**src/rtl/cam_frame_writer.sv**
```systemverilog
// Drains the camera pixel FIFO into fixed-length SDRAM write bursts at linear frame addresses.
// Optional ping-pong frame buffering via `define CAM_FRAME_WRITER_DOUBLE_BUFFER_EN (adds rd_bank).
module cam_frame_writer #(
   parameter int BURST_LEN   = 256,
   parameter int FRAME_WORDS = 307200,
   parameter int ADDR_W      = 24,
   parameter int FRAME_BASE  = 0
) (
   input  logic              clk_100,
   input  logic              rst_n,
   input  logic [9:0]        fifo_count,
   input  logic [15:0]       fifo_dout,
   output logic              fifo_rd_en,
   input  logic              frame_sync,
   output logic              sd_wr_req,
   input  logic              sd_wr_ack,
   output logic [ADDR_W-1:0] sd_wr_addr,
   input  logic              sd_wr_data_req,
   output logic [15:0]       sd_wr_data,
   output logic              frame_done,
   output logic              busy
`ifdef CAM_FRAME_WRITER_DOUBLE_BUFFER_EN
   ,
   output logic              rd_bank
`endif
);

   localparam int CNT_W = $clog2(BURST_LEN) + 1;

   localparam logic [1:0] IDLE    = 2'd0;
   localparam logic [1:0] REQ     = 2'd1;
   localparam logic [1:0] BURST   = 2'd2;
   localparam logic [1:0] ADVANCE = 2'd3;

   localparam logic [ADDR_W-1:0] BASE_A  = ADDR_W'(FRAME_BASE);
   localparam logic [ADDR_W-1:0] FRAME_A = ADDR_W'(FRAME_WORDS);
   localparam logic [ADDR_W-1:0] BURST_A = ADDR_W'(BURST_LEN);
   localparam logic [CNT_W-1:0]  BURST_END = CNT_W'(BURST_LEN);
   localparam logic [10:0]       FILL_MIN  = 11'(BURST_LEN);

   logic [1:0]        state;
   logic [ADDR_W-1:0] word_ptr;
   logic [ADDR_W-1:0] bank_offset;
   logic              sync_pending;
   logic [CNT_W-1:0]  rd_cnt;
   logic              fifo_ok;
   logic              vld_p1;
   logic [15:0]       last_data_p1;

`ifdef CAM_FRAME_WRITER_DOUBLE_BUFFER_EN
   logic wr_bank;
   assign bank_offset = wr_bank ? FRAME_A : '0;
`else
   assign bank_offset = '0;
`endif

   assign fifo_ok    = ({1'b0, fifo_count} >= FILL_MIN);
   assign fifo_rd_en = (state == BURST) && sd_wr_data_req && (rd_cnt < BURST_END);
   assign busy       = (state != IDLE);
   // FIFO data arrives one cycle after the read strobe; outside that cycle the last word is held.
   assign sd_wr_data = vld_p1 ? fifo_dout : last_data_p1;

   always_ff @(posedge clk_100 or negedge rst_n) begin
      if (!rst_n) begin
         state        <= IDLE;
         word_ptr     <= '0;
         sync_pending <= 1'b0;
         rd_cnt       <= '0;
         sd_wr_req    <= 1'b0;
         sd_wr_addr   <= '0;
         frame_done   <= 1'b0;
`ifdef CAM_FRAME_WRITER_DOUBLE_BUFFER_EN
         wr_bank      <= 1'b0;
         rd_bank      <= 1'b0;
`endif
      end else begin
         frame_done <= 1'b0;
         case (state)
            IDLE: begin
               if (sync_pending) begin
                  word_ptr     <= '0;
                  sync_pending <= 1'b0;
               end else if (fifo_ok) begin
                  sd_wr_addr <= BASE_A + bank_offset + word_ptr;
                  sd_wr_req  <= 1'b1;
                  state      <= REQ;
               end
            end
            REQ: begin
               if (sd_wr_ack) begin
                  sd_wr_req <= 1'b0;
                  rd_cnt    <= '0;
                  state     <= BURST;
               end
            end
            BURST: begin
               // The cycle with rd_cnt at BURST_LEN is the one carrying the last data word.
               if (rd_cnt == BURST_END) begin
                  state <= ADVANCE;
               end else if (fifo_rd_en) begin
                  rd_cnt <= rd_cnt + CNT_W'(1);
               end
            end
            ADVANCE: begin
               if (word_ptr + BURST_A == FRAME_A) begin
                  word_ptr   <= '0;
                  frame_done <= 1'b1;
`ifdef CAM_FRAME_WRITER_DOUBLE_BUFFER_EN
                  wr_bank    <= ~wr_bank;
                  rd_bank    <= wr_bank;
`endif
               end else begin
                  word_ptr <= word_ptr + BURST_A;
               end
               state <= IDLE;
            end
            default: state <= IDLE;
         endcase
         // A new sync always wins over the IDLE clear so no vsync is ever lost.
         if (frame_sync) sync_pending <= 1'b1;
      end
   end

   // Read-data stage boundary
   always_ff @(posedge clk_100 or negedge rst_n) begin
      if (!rst_n) begin
         vld_p1       <= 1'b0;
         last_data_p1 <= '0;
      end else begin
         vld_p1 <= fifo_rd_en;
         if (vld_p1) last_data_p1 <= fifo_dout;
      end
   end

endmodule

```
**config.mk**
```make
export PLATFORM = sky130hd
export DESIGN_NAME = cam_frame_writer
export DESIGN_NICKNAME = d
export VERILOG_FILES = /design/src/rtl/cam_frame_writer.sv
export SDC_FILE = /design/constraint.sdc
export NUM_CORES = 1
export LEC_CHECK = 0
export CORE_ASPECT_RATIO = 1.2
export CORE_MARGIN = 3
export CORE_UTILIZATION = 50
export CTS_BUF_LIST = sky130_fd_sc_hd__clkbuf_16
export CTS_CLUSTER_SIZE = 12
export DETAILED_ROUTE_END_ITERATION = 16
export GPL_TIMING_DRIVEN = 0
export PLACE_DENSITY = 0.8
export SYNTH_ARGS = -nofsm -noshare
export SYNTH_HDL_FRONTEND = slang
export SYNTH_SLANG_ARGS = --single-unit
```
**constraint.sdc**
```tcl
create_clock -name clk_100 -period 6.6 [get_ports clk_100]
set_input_delay 0.66 -clock clk_100 [delete_from_list [all_inputs] [get_ports clk_100]]
set_output_delay 0.66 -clock clk_100 [all_outputs]
set_load 0.01 [all_outputs]
```
After elaboration in Yosys (flattened, before gate mapping)
Cells that the tools add are included. Widths: inputs -> output; s select.

Bitwise operators: 1. Reductions and logical operators: 13. $lt $le $gt $ge: 2. Muxes and demuxes: 21. Equality and inequality tests: 12. $add $sub $neg: 2.

Operator list (count): $mux 24 (2); $pmux 24 s2 (1); $mux 9 (3); $add 24x9->24 const B (1); $eq 24x19->1 const B (1); $pmux 9 s2 (1); $mux 16 (1); $ne 2x2->1 const B (6); $reduce_and 4->1 (3); $ge 10x9->1 const B (1); $reduce_bool 2->1 (5); $add 9x1->9 const B (1); $eq 9x9->1 const B (1); $lt 9x9->1 const B (1); $mux 2 (4); $pmux 2 s4 (1); $mux 1 (7); $eq 2x2->1 const B (2); $reduce_and 3->1 (1); $eq 2x1->1 const B (1); $logic_and 1x1->1 (2); $logic_not 2->1 (1); $ne 2x1->1 const B (1); $pmux 1 s2 (1); other kinds (2) (2).

Output and inout port bits: 44. Bits in registers: 79. Input bits: 31.

Depth between registers and ports, before layout
Gate-level depths: netlist of the first run.

Depth after elaboration: 6. Mapped depth: 10. Depth with buffers taken out: 9.

Worst setup path before layout of the first run
Ideal clock, no wire load.

Path kind: register to register. Start point: register word_ptr[8]. End point: register word_ptr[12]. Stages on the path, launching flop included: 10. Clock period less this slack: 2.302 ns. Arrival: 2.178 ns. Slack: 4.298 ns. Required time: 6.476 ns. Path buffers: 1. Setup time: 0.124 ns. Path through: dfrtp_1 > ha_1 > buf_6 > nand3_4 > or4_1 > a211oi_2 > o221ai_2 > o21ai_4 > nor3_2 > a211o_1.

Longest elaborated chain between the ends: 4.

Ends and longest elaborated chain: start: declaration (RTL line 42) `logic [ADDR_W-1:0] word_ptr;`; start signal: assignment (RTL line 113) `word_ptr <= word_ptr + BURST_A;`; $add 24x9->24 * (RTL line 105, 113); $eq 24x19->1 (RTL line 105) `if (word_ptr + BURST_A == FRAME_A) begin`; $mux 24 * (RTL line 105); $pmux 24 s2 * (RTL line 78) `case (state)`.

Mark *: on every way between the ends. The rest lies on a longest branch, timed or not. A chain may end at the register's enable or synchronous reset.

Worst setup path in the final report of the first run
Start point: register vld_p1. End point: output port sd_wr_data[5].

Longest elaborated chain between the ends: 1.

Ends and longest elaborated chain: start: declaration (RTL line 47) `logic vld_p1;`; start signal: assignment (RTL line 130) `vld_p1 <= fifo_rd_en;`; $mux 16; end: declaration (RTL line 19) `output logic [15:0] sd_wr_data,`.

No other way between the ends.

==> results.sh, run 1 <==
export IMPL_ys_types=59
export IMPL_total_power_w=0.00154
export IMPL_synthFlopType="dfrtp_1"
export IMPL_status="complete, no violations"
export IMPL_drt_pass1_iterations=4
export IMPL_p_int_w=0.00106
export IMPL_cts_post_setup_buffers_inserted=0
export IMPL_fin_crit_ns=2.98
export IMPL_io_buffers=58
export IMPL_crit_path_start_kind="flop"
export IMPL_holdWs_ns=0.371
export IMPL_n_antenna_cell=0
export IMPL_synth_avg_cell_area_um2=10.5
export IMPL_place_congestion=0.889
export IMPL_period_share_pct=45.2
export IMPL_crit_start="vld_p1"
export IMPL_pin_count=75
export IMPL_fin_skew_ns=0.00449
export IMPL_finalSetupViolCount=0
export IMPL_cap_violations=0
export IMPL_dieArea_um2=7450
export IMPL_multi_input_area_um2=1460
export IMPL_drive_above_1_share_pct=19.8
export IMPL_grt_usage_pct=20.5
export IMPL_cp_max_fo=10
export IMPL_maxSlewHeadroom_pct=52.8
export IMPL_synth_compound_area_share_pct=13.0
export IMPL_via_per_inst=5.37
export IMPL_wirelength_um=6930
export IMPL_seq_power_share_pct=33.8
export IMPL_rsz0062_at_grt="no"
export IMPL_synth_top_family_by_area="simple AND/OR/NAND/NOR gates"
export IMPL_synthesis_instances=306
export IMPL_synth_area_um2=3220
export IMPL_synth_fa_ha_area_share_pct=3.11
export IMPL_reg2reg_to="word_ptr[15]"
export IMPL_irDropWorstVdd_mv=0.243
export IMPL_cp_data_required_time_ns=5.94
export IMPL_drt_iter0_drc=134
export IMPL_muxShareOfSynthArea_pct=10.4
export IMPL_grt_antenna_before_repair=0
export IMPL_synth_xor_area_share_pct=1.90
export IMPL_drv_slew=0
export IMPL_synthSimpleGateAreaFrac_pct=15.8
export IMPL_rr_startpoint="word_ptr[8]"
export IMPL_worstPathArrival_ns=2.32
export IMPL_p_switching_w=0.000479
export IMPL_die_x_um=79.3
export IMPL_hp_class="input pin to async pin"
export IMPL_leakage_nw=1.85
export IMPL_grt_start_max_net_pins=35
export IMPL_end_kind="output port"
export IMPL_worst_pin_slew_ns=0.689
export IMPL_async_reset_ff_share_pct=100
export IMPL_switching_share_pct=31.1
export IMPL_vias=2525
export IMPL_crit_type="flop to output port"
export IMPL_clockPowerShare_pct=31.8
export IMPL_regArea_um2=1580
export IMPL_core_um2=6130
export IMPL_drc_errors=0
export IMPL_hold_viol_final=0
export IMPL_grt_pass1_wl_um=11800
export IMPL_synth_edf_count=0
export IMPL_cts_made_buffers=9
export IMPL_power_frac_comb_pct=34.4
export IMPL_placement_rows=31
export IMPL_overflow=0
export IMPL_crit_end="sd_wr_data[5]"
export IMPL_tritoncts="built"
export IMPL_seq_area_frac_synth_pct=48.9
export IMPL_power_density_nw_per_um2=362
export IMPL_clk_latency_ns=0.33
export IMPL_fillers=484
export IMPL_nets=422
export IMPL_numClockSinks=63
export IMPL_clk_pin_slew_worst_paths_ns=0.05
export IMPL_h_tree_depth=3
export IMPL_final_antenna_net_count=0
export IMPL_cts_hold_buf=0
export IMPL_grt_pass1_vias=2533
export IMPL_cts_buffer_depth=2
export IMPL_wl_per_cell_um=14.7
export IMPL_finalSetupTns_ns=0
export IMPL_yosys_warnings=0
export IMPL_hpwl_um=5030
export IMPL_ctsResizeCount=0
export IMPL_die_height_um=94.0
export IMPL_start_util_pct=52.6
export IMPL_max_freq_ghz=0.335
export IMPL_r2r_slack_ns=4.03
export IMPL_cts_root_buf="clkbuf_16"
export IMPL_rr_worst_depth=9
export IMPL_ys_ff_latch=63
export IMPL_area_delta_synth_final_pct=32.2
## power groups by stage
stage	combinational, W	clock [W]	sequential (W)
3_3_place_gp	0.000520	0	0.000521
3_5_place_dp	0.000533	0	0.000528
5_1_grt	0.000585	0.000518	0.000533
4_1_cts	0.000538	0.000498	0.000522
6_report	0.000531	0.000491	0.000521
2_1_floorplan	0.000301	0	0.000517
## layer usage
| metal | GRT usage (%) | up-vias | routed length, µm |
|---|---|---|---|
| li1 | - | 1223 | - |
| met3 | 4.32 | 12 | 267 |
| met5 | 0 | - | 0 |
| met1 | 24.6 | 1226 | 2980 |
| met2 | 35.0 | 64 | 3550 |
| met4 | 9.46 | 0 | 134 |
## how the worst min path moves through the flow
stage,from,endpoint,slack (ns),depth (start not counted)
3_3_place_gp,sd_wr_addr[16],sd_wr_addr[16],0.46,2
6_report,rst_n,sd_wr_addr[17],0.37,1
5_1_grt,rst_n,last_data_p1[13],0.43,1
4_1_cts,rst_n,sd_wr_addr[20],0.39,1
2_1_floorplan,rst_n,frame_done,0.36,0
3_5_place_dp,sd_wr_addr[16],sd_wr_addr[16],0.47,2
## layout make-up
| cell class | count | area share (%) |
|---|---|---|
| sequential | 63 | 37.0 |
| multi-input combinational | 212 | 34.2 |
| timing repair buffer | 59 | 14.0 |
| clock buffer | 9 | 5.29 |
| buffer | 24 | 3.85 |
| tap | 82 | 2.41 |
| clock inverter | 7 | 2.06 |
| inverter | 14 | 1.23 |
## cell usage after synthesis (3+ instances only)
| library cell | n | share of area (%) |
|---|---|---|
| a211o_1 | 3 | 0.82 |
| a21oi_1 | 12 | 1.9 |
| a31oi_1 | 3 | 0.58 |
| buf_4 | 8 | 1.9 |
| buf_6 | 3 | 1.0 |
| clkbuf_1 | 6 | 0.70 |
| dfrtp_1 | 63 | 49 |
| ha_1 | 8 | 3.1 |
| inv_1 | 14 | 1.6 |
| mux2_2 | 29 | 10 |
| nand2_1 | 25 | 2.9 |
| nand3_1 | 6 | 0.93 |
| nand4_1 | 9 | 1.7 |
| nor2_1 | 19 | 2.2 |
| nor2b_1 | 3 | 0.58 |
| nor3_1 | 7 | 1.1 |
| o21ai_0 | 28 | 4.3 |
| o31ai_1 | 3 | 0.70 |
| xnor2_1 | 3 | 0.82 |
| xor2_1 | 4 | 1.1 |
## logic make-up (layout without fill, tap and decap cells)
group,after synthesis,after routing
buf+inv,38,113
fa+ha+maj,8,8
mux,30,30
flops,63,63
other cells,1,8
xor+xnor,7,7
compound gates,65,65
simple gates,94,94
## metrics by stage
stage / std cells / setup slack [ns] / cell area, µm² / util (%)
finish: 470 / 3.62 / 4260 / 69.5
global route: 470 / 3.47 / 4260 / 69.5
CTS: 470 / 3.58 / 4260 / 69.5
detailed placement: 454 / 3.86 / 3950 / 64.4
global placement: 453 / 2.84 / 3930 / 64.2
floorplan: 313 / 4.30 / 3250 / -
## flip-flops by register name (all words and copies together) (netlist names)
signal        count
state             2
last_data_p1     16
vld_p1            1
sync_pending      1
sd_wr_addr       16
sd_wr_req         1
word_ptr         16
rd_cnt            9
frame_done        1
## critical path: stages, from the launching register on
cell and delay (ns):
dfrtp_1 0.31, clkbuf_1 0.31, clkbuf_1 0.47, mux2_2 0.41, clkdlybuf4s50_1 0.49
## cell usage in the layout (no fill, tap or decap), types with 3 or more instances in the layout
master	synthesis	final
dfrtp_1	63	63
clkdlybuf4s50_1	0	57
mux2_2	29	29
o21ai_0	28	28
nand2_1	25	25
nor2_1	19	19
inv_1	14	14
a21oi_1	12	12
nand4_1	9	9
clkbuf_16	0	9
ha_1	8	8
buf_4	8	8
conb_1	1	8
nor3_1	7	7
clkbuf_1	6	6
nand3_1	6	6
xor2_1	4	4
buf_6	3	3
a31oi_1	3	3
buf_2	2	3
xnor2_1	3	3
nor2b_1	3	3
a211o_1	3	3
o31ai_1	3	3
(Power assumes the default switching activity.)
==> run 2: changes to the inputs <==
- CORE_UTILIZATION: 50 -> 45
- PLACE_DENSITY: 0.8 -> 0.76
- clock period: 6.6 -> 2.45 ns (I/O delays scaled with it)
==> run 2 against run 1 <==
  * First-iteration DRC count rose by 13%
  * Via count rose by 2.0%
  * Largest power group unchanged
  * Largest cell class unchanged
  * Register-to-register slack got worse by 4.0 ns
==> results.sh, run 2 (synthesis gave the netlist of run 1 again) <==
export IMPL_rr_startpoint="word_ptr[8]"
export IMPL_start_util_pct=46.7
export IMPL_irDropWorstVdd_mv=0.614
export IMPL_dieArea_um2=8220
export IMPL_placed_cells=459
export IMPL_grt_start_max_net_pins=42
export IMPL_total_power_w=0.00409
export IMPL_numClockSinks=63
export IMPL_tritoncts="built"
export IMPL_finalSetupViolCount=0
export IMPL_final_cell_mix="dfrtp_1 (61), clkdlybuf4s50_1 (57), mux2_2 (29)"
export IMPL_via_per_inst=5.35
export IMPL_io_buffers=58
export IMPL_die_x_um=83.3
export IMPL_vias=2575
export IMPL_max_freq_ghz=0.419
export IMPL_worstPathArrival_ns=2.59
export IMPL_crit_start="word_ptr[8]"
export IMPL_period_share_pct=97.5
export IMPL_power_density_nw_per_um2=948
export IMPL_cap_violations=0
export IMPL_fillers=579
export IMPL_grt_pass1_wl_um=11700
export IMPL_die_height_um=98.7
export IMPL_area_delta_synth_final_pct=33.9
export IMPL_crit_type="flop to flop"
export IMPL_cp_max_fo=8
export IMPL_drv_slew=0
export IMPL_hp_class="input pin to async pin"
export IMPL_final_antenna_net_count=0
export IMPL_nets=428
export IMPL_hpwl_um=4910
export IMPL_wl_per_cell_um=14.4
export IMPL_cts_root_buf="clkbuf_16"
export IMPL_utilization_pct=62.6
export IMPL_crit_path_start_kind="flop"
export IMPL_multi_input_area_um2=1470
export IMPL_worst_pin_slew_ns=0.535
export IMPL_end_kind="flop"
export IMPL_cp_data_required_time_ns=2.66
export IMPL_finalSetupTns_ns=0
export IMPL_drc_errors=0
export IMPL_wirelength_um=6940
export IMPL_crit_end="word_ptr[12]"
export IMPL_mostFrequentLayoutCell="dfrtp_1"
export IMPL_drt_pass1_iterations=5
export IMPL_overflow=0
export IMPL_place_congestion=0.830
export IMPL_reg2reg_to="word_ptr[12]"
export IMPL_pin_count=75
export IMPL_holdWs_ns=0.436
export IMPL_core_um2=6900
export IMPL_grt_antenna_before_repair=0
export IMPL_regArea_um2=1580
export IMPL_drive_above_1_share_pct=23.6
export IMPL_fin_skew_ns=0.00462
export IMPL_h_tree_depth=3
export IMPL_maxSlewHeadroom_pct=64.4
export IMPL_drt_iter0_drc=151
export IMPL_n_antenna_cell=0
export IMPL_grt_pass1_vias=2517
export IMPL_hold_viol_final=0
export IMPL_status="complete, no violations"
export IMPL_rr_worst_depth=9
export IMPL_clk_latency_ns=0.32
export IMPL_r2r_slack_ns=0.06
export IMPL_leakage_nw=1.89
export IMPL_clk_pin_slew_worst_paths_ns=0.05
export IMPL_layoutNonFillerInstCount=481
export IMPL_cts_buffer_depth=2
export IMPL_fin_crit_ns=2.39
export IMPL_cts_made_buffers=9
export IMPL_placement_rows=33
export IMPL_largest_registers="last_data_p1 (16), sd_wr_addr (16), word_ptr (16)"
export IMPL_grt_usage_pct=17.5
==> run 2: changes by cell type in the layout (fill, tap and decap cells not counted), sizes merged <==
cell	previous run	this run
buf	16	24
clkbuf	19	16
dlygate4sd3	0	1
inv	14	15
bufinv	2	1
clkinvlp	2	1
clkinv	3	4
==> run 2: repair_timing <==
item / CTS / global route
buffers inserted: 4 / 3
endpoints found under the setup margin: 14 / 23
hold buffers: 1 / 0
gates resized for setup: 3 / 8
endpoints found under the hold margin: 22 / 0
gates cloned: 0 / 0
pin swaps: 3 / 4
==> run 2: worst min-delay path by stage <==
stage                     slack, ns  depth (start not counted)              to            from
after floorplan               -0.05                          0      frame_done           rst_n
after global placement         0.47                          2  sd_wr_addr[21]  sd_wr_addr[21]
after detailed placement       0.26                          1  sd_wr_addr[20]           rst_n
after CTS                      0.46                          2  sd_wr_addr[20]           rst_n
after global routing           0.50                          2    word_ptr[17]           rst_n
final                          0.44                          2  sd_wr_addr[20]           rst_n
==> run 2: final cells by class <==
cell class	count	area share [%]
sequential	63	36.6
multi-input combinational	212	34.0
timing repair buffer	67	15.2
clock buffer	9	5.22
buffer	22	3.68
tap	87	2.52
clock inverter	7	1.51
inverter	14	1.22
==> run 2: metal layers <==
metal / track usage [%] / wire length (µm) / up-vias
met5: 0 / 0 / -
met2: 29.3 / 3520 / 61
li1: - / - / 1236
met3: 3.18 / 308 / 13
met4: 7.55 / 112 / 0
met1: 22.1 / 3000 / 1265
==> run 2: where the power goes <==
group	switching [W]	internal (W)	leakage [nW]
logic	0.000728	0.000752	0.915
registers	0.000124	0.00127	0.826
clock network	0.000443	0.000778	0.146
==> run 2: metrics by stage <==
stage	setup WS [ns]	area [µm²]
6_report	0.0625	4320
5_1_grt	-0.00750	4320
4_1_cts	0.00945	4290
3_5_place_dp	-0.140	3950
3_3_place_gp	-0.892	3940
2_1_floorplan	0.148	3250
==> run 2: critical path: stages, from the launching register on <==
cell      delay, ns
dfrtp_2        0.36
ha_2           0.17
buf_6          0.12
nand3_4        0.08
or4_4          0.49
a211oi_2       0.28
o221ai_2       0.18
o21ai_4        0.26
nor3_2         0.06
a211o_1        0.27
